==> src/rtl/cnn_mac_pkg.sv <==
// Shared types and helpers for the multi-lane signed MAC pipeline.
// round_shift_sat works on a wide signed container so one function serves any legal ACC_W/OUT_W.
package cnn_mac_pkg;

    localparam int RSS_W      = 128;
    localparam int DATA_MAX_W = 64;

    typedef struct packed {
        logic                  sat;
        logic [DATA_MAX_W-1:0] data;
    } rss_t;

    typedef struct packed {
        logic valid;
        logic first;
        logic last;
    } beat_ctl_t;

    function automatic int tree_w(input int a_w, input int b_w, input int lanes);
        return a_w + b_w + $clog2(lanes);
    endfunction

    function automatic bit params_ok(input int a_w, input int b_w, input int lanes,
                                     input int mul_stages, input int acc_w,
                                     input int out_w, input int shift);
        return (lanes >= 1) && (mul_stages >= 1) && (a_w >= 1) && (b_w >= 1) &&
               (acc_w >= tree_w(a_w, b_w, lanes)) && (acc_w < RSS_W) &&
               (out_w >= 2) && (out_w < DATA_MAX_W) && (shift >= 0) && (shift < acc_w);
    endfunction

    // acc is the sign-extended accumulator; the wide container cannot overflow when adding the rounding bit.
    function automatic rss_t round_shift_sat(input logic signed [RSS_W-1:0] acc,
                                             input int shift, input int out_w);
        logic signed [RSS_W-1:0] rnd;
        logic signed [RSS_W-1:0] r;
        logic signed [RSS_W-1:0] hi;
        logic signed [RSS_W-1:0] lo;
        rss_t                    res;
        rnd      = (shift > 0) ? (RSS_W'(1) << (shift - 1)) : '0;
        r        = (acc + rnd) >>> shift;
        hi       = (RSS_W'(1) << (out_w - 1)) - RSS_W'(1);
        lo       = ~hi;
        res.sat  = (r > hi) || (r < lo);
        if (r > hi)
            res.data = hi[DATA_MAX_W-1:0];
        else if (r < lo)
            res.data = lo[DATA_MAX_W-1:0];
        else
            res.data = r[DATA_MAX_W-1:0];
        return res;
    endfunction

endpackage

==> src/rtl/cnn_mac_mul_lane.sv <==
// One signed A_W x B_W multiplier lane with STAGES enable-gated register stages.
module cnn_mac_mul_lane
    import cnn_mac_pkg::*;
#(
    parameter int A_W    = 16,
    parameter int B_W    = 6,
    parameter int STAGES = 2
) (
    input  logic                       clk,
    input  logic                       reset_n,
    input  logic                       en,
    input  logic signed [A_W-1:0]      a,
    input  logic signed [B_W-1:0]      b,
    output logic signed [A_W+B_W-1:0]  p
);

    localparam int P_W = A_W + B_W;

    logic signed [P_W-1:0] stage_q [STAGES];

    always_ff @(posedge clk or negedge reset_n) begin
        if (!reset_n) begin
            for (int i = 0; i < STAGES; i++)
                stage_q[i] <= '0;
        end else if (en) begin
            stage_q[0] <= P_W'(a) * P_W'(b);
            for (int i = 1; i < STAGES; i++)
                stage_q[i] <= stage_q[i-1];
        end
    end

    assign p = stage_q[STAGES-1];

endmodule

==> src/rtl/cnn_mac_pipe.sv <==
// Multi-lane signed MAC: input regs, per-lane multipliers, adder tree, grouped accumulator, round/shift/saturate.
// The whole pipe advances on a single enable so backpressure freezes every stage together.
module cnn_mac_pipe
    import cnn_mac_pkg::*;
#(
    parameter int A_W        = 16,
    parameter int B_W        = 6,
    parameter int LANES      = 4,
    parameter int MUL_STAGES = 2,
    parameter int ACC_W      = 32,
    parameter int OUT_W      = 16,
    parameter int SHIFT      = 4
) (
    input  logic                     clk,
    input  logic                     reset_n,
    input  logic                     in_valid,
    output logic                     in_ready,
    input  logic [LANES*A_W-1:0]     in_a,
    input  logic [LANES*B_W-1:0]     in_b,
    input  logic                     in_first,
    input  logic                     in_last,
    output logic                     out_valid,
    input  logic                     out_ready,
    output logic signed [OUT_W-1:0]  out_data,
    output logic                     out_sat
);

    localparam int  P_W       = A_W + B_W;
    localparam int  TREE_W    = tree_w(A_W, B_W, LANES);
    localparam bit  PARAMS_OK = params_ok(A_W, B_W, LANES, MUL_STAGES, ACC_W, OUT_W, SHIFT);

    generate
        if (!PARAMS_OK) begin : g_bad_params
            $error("cnn_mac_pipe: illegal parameter set");
        end
    endgenerate

    logic adv;
    assign adv      = !out_valid || out_ready;
    assign in_ready = adv;

    logic [LANES*A_W-1:0] a_q;
    logic [LANES*B_W-1:0] b_q;
    beat_ctl_t            ctl_q [MUL_STAGES+1];

    // ctl_q[0] is S0; ctl_q[MUL_STAGES] lines up with the multiplier outputs.
    always_ff @(posedge clk or negedge reset_n) begin
        if (!reset_n) begin
            a_q <= '0;
            b_q <= '0;
            for (int i = 0; i <= MUL_STAGES; i++)
                ctl_q[i] <= '0;
        end else if (adv) begin
            a_q      <= in_a;
            b_q      <= in_b;
            ctl_q[0] <= '{valid: in_valid, first: in_first, last: in_last};
            for (int i = 1; i <= MUL_STAGES; i++)
                ctl_q[i] <= ctl_q[i-1];
        end
    end

    logic signed [P_W-1:0] prod [LANES];

    generate
        for (genvar g = 0; g < LANES; g++) begin : g_lane
            cnn_mac_mul_lane #(
                .A_W    (A_W),
                .B_W    (B_W),
                .STAGES (MUL_STAGES)
            ) u_mul (
                .clk     (clk),
                .reset_n (reset_n),
                .en      (adv),
                .a       (a_q[g*A_W +: A_W]),
                .b       (b_q[g*B_W +: B_W]),
                .p       (prod[g])
            );
        end
    endgenerate

    logic signed [TREE_W-1:0] tree_sum;
    logic signed [TREE_W-1:0] tree_q;
    beat_ctl_t                t_ctl;

    always_comb begin
        tree_sum = '0;
        for (int i = 0; i < LANES; i++)
            tree_sum = tree_sum + TREE_W'(prod[i]);
    end

    always_ff @(posedge clk or negedge reset_n) begin
        if (!reset_n) begin
            tree_q <= '0;
            t_ctl  <= '0;
        end else if (adv) begin
            tree_q <= tree_sum;
            t_ctl  <= ctl_q[MUL_STAGES];
        end
    end

    logic signed [ACC_W-1:0] acc;
    logic signed [ACC_W-1:0] acc_base;
    logic                    grp_open;
    logic                    res_pend;

    // A group restarts on an explicit first or whenever the previous committed beat closed one.
    assign acc_base = (t_ctl.first || !grp_open) ? '0 : acc;

    always_ff @(posedge clk or negedge reset_n) begin
        if (!reset_n) begin
            acc      <= '0;
            grp_open <= 1'b0;
            res_pend <= 1'b0;
        end else if (adv) begin
            res_pend <= t_ctl.valid && t_ctl.last;
            if (t_ctl.valid) begin
                acc      <= acc_base + ACC_W'(tree_q);
                grp_open <= !t_ctl.last;
            end
        end
    end

    rss_t                       rss;
    logic [DATA_MAX_W-OUT_W-1:0] unused_rss_hi;

    assign rss           = round_shift_sat(RSS_W'(acc), SHIFT, OUT_W);
    assign unused_rss_hi = rss.data[DATA_MAX_W-1:OUT_W];

    always_ff @(posedge clk or negedge reset_n) begin
        if (!reset_n) begin
            out_valid <= 1'b0;
            out_data  <= '0;
            out_sat   <= 1'b0;
        end else if (adv) begin
            out_valid <= res_pend;
            if (res_pend) begin
                out_data <= rss.data[OUT_W-1:0];
                out_sat  <= rss.sat;
            end
        end
    end

endmodule

==> config.mk <==
export PLATFORM = sky130hd
export DESIGN_NAME = cnn_mac_pipe
export DESIGN_NICKNAME = d
export VERILOG_FILES = /design/src/rtl/cnn_mac_pkg.sv /design/src/rtl/cnn_mac_mul_lane.sv /design/src/rtl/cnn_mac_pipe.sv
export SDC_FILE = /design/constraint.sdc
export NUM_CORES = 2
export LEC_CHECK = 0
export BUFFER_PORTS_ARGS = -buffer_cell sky130_fd_sc_hd__buf_2
export CAP_MARGIN = 30
export CORE_UTILIZATION = 60
export DETAILED_ROUTE_END_ITERATION = 8
export PLACE_DENSITY_LB_ADDON = 0.2
export SLEW_MARGIN = 25
export SYNTH_ARGS = -nofsm -noshare
export SYNTH_HDL_FRONTEND = slang
export SYNTH_SLANG_ARGS = --single-unit
==> constraint.sdc <==
create_clock -name clk -period 10.7 [get_ports clk]
set_input_delay 0 -clock clk [delete_from_list [all_inputs] [get_ports clk]]
set_output_delay 0 -clock clk [all_outputs]
set_load 0.1 [all_outputs]
Yosys cells after proc, flatten, opt, wreduce, memory -nomap -nowiden
Index checks and enable logic that the tools add are counted.

$add $sub $neg: 5. Multipliers: 4. Divide/modulo/power cells: 0. Magnitude comparators: 2. Eq/ne operators: 0. Shifts and indexed selects: 0. Muxes and demuxes: 3. Bitwise operators: 0. Reduce and logical (&&, ||, !) cells: 9.

Operators by type and width (count): $mul 16x6->22 (4); $add 32x5->33 const B (1); $add 32x24->32 (1); $mux 16 (2); $mux 32 (1); $gt 29x16->1 const B (1); $lt 29x16->1 const B (1); $add 23x22->24 (1); $add 24x22->24 (1); $add 22x22->23 (1); $reduce_and 2->1 (2); $logic_not 1->1 (3); $logic_or 1x1->1 (3); $logic_and 1x1->1 (1).

Bits in registers: 352. Latch bits: 0. Bits in writable memories: 0. Bits in read-only memories: 0. Input bits: 94. Output and inout port bits: 19. Word-level logic and storage cells: 52. Memories: 0.

Longest topological paths before layout
Word-level depth: 4. Gate-level depth with buffers: 21. Gate-level depth less buffers: 20.

By module
Synthesis repeated with hierarchy kept, for this count alone.

Cell total of the unflattened synthesis: 3326. Area, all modules: 31455.2 um2.

Modules (own cells, without submodules): cnn_mac_pipe (times used 1, cells each 1335, area each 11280.8 um2, seq. area each 4404.2 um2); cnn_mac_mul_lane (g_lane[0].u_mul ...) (times used 2, cells each 498, area each 5041.1 um2, seq. area each 1101.1 um2); cnn_mac_mul_lane (g_lane[3].u_mul) (times used 1, cells each 498, area each 5057.4 um2, seq. area each 1101.1 um2); cnn_mac_mul_lane (g_lane[2].u_mul) (times used 1, cells each 497, area each 5034.8 um2, seq. area each 1101.1 um2).

Worst setup path before layout
No wires, ideal clock.

Kind: reg-to-reg. Start: reg b_q[6]. End: reg g_lane[1].u_mul.stage_q[43] (netlist name). Library setup time: 82 ps. Arrival time: 4866 ps. Required time: 10618 ps. Slack: 5752 ps. Cell stages (with the launch flop): 19. Buffers on the path: 1. Period minus slack after synthesis: 4948 ps. Cells stage by stage: dfrtp_1 > clkbuf_1 > and2_1 > fa_1 > inv_1 > fa_1 > inv_1 > fa_1 > fa_1 > ha_1 > a21o_1 > a21oi_1 > o21bai_1 > a21o_1 > a41oi_1 > o31ai_1 > a2111oi_0 > or4_1 > a31oi_1.

Cells in the longest elaborated chain, start to end: 1.

Ends and longest elaborated chain: start: declaration (line cnn_mac_pipe.sv:43) `logic [LANES*B_W-1:0] b_q;`; start signal: assignment (line cnn_mac_pipe.sv:55) `b_q <= in_b;`; $mul 16x6->22 (line cnn_mac_mul_lane.sv:26) `stage_q[0] <= P_W'(a) * P_W'(b);`; end signal: indexed assignment (line cnn_mac_mul_lane.sv:28) `stage_q[i] <= stage_q[i-1];`; end: declaration (line cnn_mac_mul_lane.sv:19) `logic signed [P_W-1:0] stage_q [STAGES];`.

No other way between the ends. A chain may end at the register's enable or synchronous reset.

Worst setup path after layout
Start: reg b_q[17]. End: reg g_lane[2].u_mul.stage_q[43] (netlist name).

Cells in the longest elaborated chain, start to end: 1.

Ends and longest elaborated chain (line): $mul 16x6->22 (cnn_mac_mul_lane.sv:26); end signal: indexed assignment (cnn_mac_mul_lane.sv:28); end: declaration (cnn_mac_mul_lane.sv:19).

No other way between the ends.

==> qor.yml <==
status:
  outcome: "complete, no violations"
setup_path:
  endpoint_kind: "flip-flop"
  cp_max_fo: 18
  crit_start: "b_q[17]"
  worstPathArrival_ns: 5.99
  worstSetupStartpointType: "flip-flop"
  crit_type: "reg2reg"
  reg2reg_depth: 16
  crit_path_max_incr_delay_ns: 0.73
  r2r-start: "b_q[17]"
  slowest_stage: "dfrtp_1"
  worstPathCellList: "nand2b_1, fa_1, fa_1, inv_1, fa_1, fa_1, ha_1, a21o_1, a21oi_1, o21ai_0, a21o_1, a41oi_1, o31ai_1, a2111oi_0, o21ai_0, a31oi_1"
  path_common_cell: "fa_1"
  cp.required_ns: 11.19
global_route:
  grt_util_met3_pct: 2.48
  grt_max_degree: 194
  use_met1_pct: 36.6
  grt-busiest-layer: "met2"
  grt_pass1_wl_mm: 112
  track_usage_pct: 26.9
  grt_pass1_vias: 23000
  globalRoute.totalOverflow: 0
  antenna_found_initial: 0
  grt_util_met2_pct: 46.4
clock_network:
  postCtsSetupRepairBufs: 0
  clk_latency_ns: 0.58
  cts_tree: "done"
  cts_buffer_depth: 3
  clock-sinks: 352
  ctsRootBufferMaster: "clkbuf_16"
  numCtsBuffers: 42
  cts-htree-levels: 2
  clk_pin_slew_ns: 0.06
sta:
  finalCritPeriodShare_pct: 51.4
  final.setup_skew_ns: 0.0139
  worst_slack_ns: 5.20
  rsz0062_at_grt: "false"
  period_minus_slack_ns: 5.50
  drv_slew: 0
  fmax_mhz: 182
  setup_viol: 0
  worst_slew_pin_slew_ns: 0.931
  finalHoldViolations: 0
  relSlewSlack_pct: 37.9
  setup_tns_ns: 0
layout:
  drive_gt1_share_pct: 6.62
  fin_nets: 3991
  areaGrowthSynthToFinish_pct: 11.6
  num-fill-cells: 3971
  n_antenna_cell: 0
  fin_util_pct: 67.8
  finalInstanceArea_um2: 33100
synth:
  yosys-top-cells-count: "nand2_1, dfrtp_1, and2_1"
  synth_top_area_cell: "dfrtp_1"
  ys_warn_count: 0
  synth_ff_type: "dfrtp_1"
  synth_edf_count: 0
  synth_nets: 3842
  synthTopCellsByArea: "dfrtp_1, fa_1, nand2_1"
  syn_area_per_cell_um2: 9.22
  ys_types: 67
  yosysMostFrequentCell: "nand2_1"
  syn_area_um2: 29700
  ys_seq_elements: 352
  synth_cells: 3219
  synthArstFlopShare_pct: 100
  netlist.area_leader.share_pct: 29.7
  yosysSeqAreaShare_pct: 29.7
route:
  ant_nets: 0
  route.vias.total: 22300
  wire_per_inst_um: 15.7
  drt-initial-drc-count: 1274
  drc: 0
  drtPass1Iterations: 5
  wirelength_mm: 63.9
  viasPerCell: 5.48
floorplanning:
  die_w_um: 224
  die-area_um2: 50300
  rows: 81
  die_h_um: 224
  start_util_pct: 60.7
  core_um2: 48800
  ioPinCount: 113
place:
  hpwl_mm: 46.8
  placed_area_um2: 30800
  pre_cts_ws_ns: 5.23
  port-buffer-count: 112
  gp_congestion: 0.904
worst_hold_path:
  hold_class: "in2reg"
  holdPathStages: 5
  hold_start: "out_ready"
run:
  cap_violations: 0
layout make-up:
| cell class | count | area (um2) | share of cell area (%) |
|---|---|---|---|
| Tap cell | 664 | 831 | 2.51 |
| Clock inverter | 21 | 176 | 0.533 |
| Multi-Input combinational cell | 2566 | 19700 | 59.6 |
| Timing Repair Buffer | 217 | 1690 | 5.10 |
| Sequential cell | 352 | 8810 | 26.6 |
| Clock buffer | 53 | 1170 | 3.54 |
| Inverter | 189 | 717 | 2.16 |
layer usage:
layer / up-vias / share of wire (%)
met5: - / 0
met4: 0 / 2.2
met3: 88 / 3.2
met2: 404 / 50
met1: 11000 / 45
li1: 10800 / -
repair_timing:
| item | in CTS | in global routing |
|---|---|---|
| hold buffers | 92 | 1 |
| endpoints found under the hold margin | 211 | 43 |
| gates resized for setup | 0 | 0 |
sequential cells by signal (all words and copies together) (netlist names):
name                  flops
a_q                      64
tree_q                   24
res_pend                  1
g_lane.u_mul.stage_q     88
grp_open                  1
out_data                 16
out_sat                   1
out_valid                 1
t_ctl                     3
g_lane.u_mul.p           88
ctl_q                     9
acc                      32
b_q                      24
layout by cell type, fill, tap and decap left out, types with 17 or more instances in the layout:
cell type / count
buf_2: 111
nor2_1: 162
dfrtp_1: 352
nor2b_1: 35
ha_1: 219
fa_1: 310
nand3_1: 54
and2_1: 312
and3_1: 20
dlygate4sd3_1: 93
o21ai_0: 89
a21oi_1: 143
xor2_1: 60
nand2_1: 787
nand2b_1: 17
a21o_1: 54
clkbuf_16: 42
inv_1: 188
xnor2_1: 76
critical path: cells and delay by family (launching register included):
kind | cells | cell delay (ns)
buffers and inverters | 1 | 0.06
flip-flops | 1 | 0.73
AND/OR/NAND/NOR | 1 | 0.17
adder cells (fa/ha/maj) | 5 | 2.38
AO/OA/AOI/OAI | 9 | 2.08
final timing paths:
path | endpoint | slack [ns]
worst min-delay path | ctl_q[6] | 0.08
min in group asynchronous | a_q[50] | 0.43
worst max register to register | g_lane[2].u_mul.stage_q[43] | 5.20
worst min register to register | ctl_q[6] | 0.47
max in group asynchronous | a_q[34] | 8.72
worst max-delay path | g_lane[2].u_mul.stage_q[43] | 5.20
cells by family (layout without fill, tap and decap cells):
kind of cell | Yosys count | in the layout | synth area share [%]
multiplexers | 7 | 7 | 0.257
adder cells (fa/ha/maj) | 529 | 529 | 30.2
AO/OA/AOI/OAI | 421 | 421 | 8.91
AND/OR/NAND/NOR | 1473 | 1473 | 23.1
flip-flops | 352 | 352 | 29.7
buffers and inverters | 301 | 480 | 3.85
XOR/XNOR | 136 | 136 | 4.02
metrics by stage:
stage               std cells  hold slack (ns)
finish                   4062           0.0830
global route             4062            0.142
CTS                      4058            0.120
detailed placement       3892            0.171
global placement         3891            0.156
floorplan                3219           -0.296
Power is left out: the tool's default activity adds up to more than one toggle a clock period on the data nets, which glitch-free logic cannot reach.
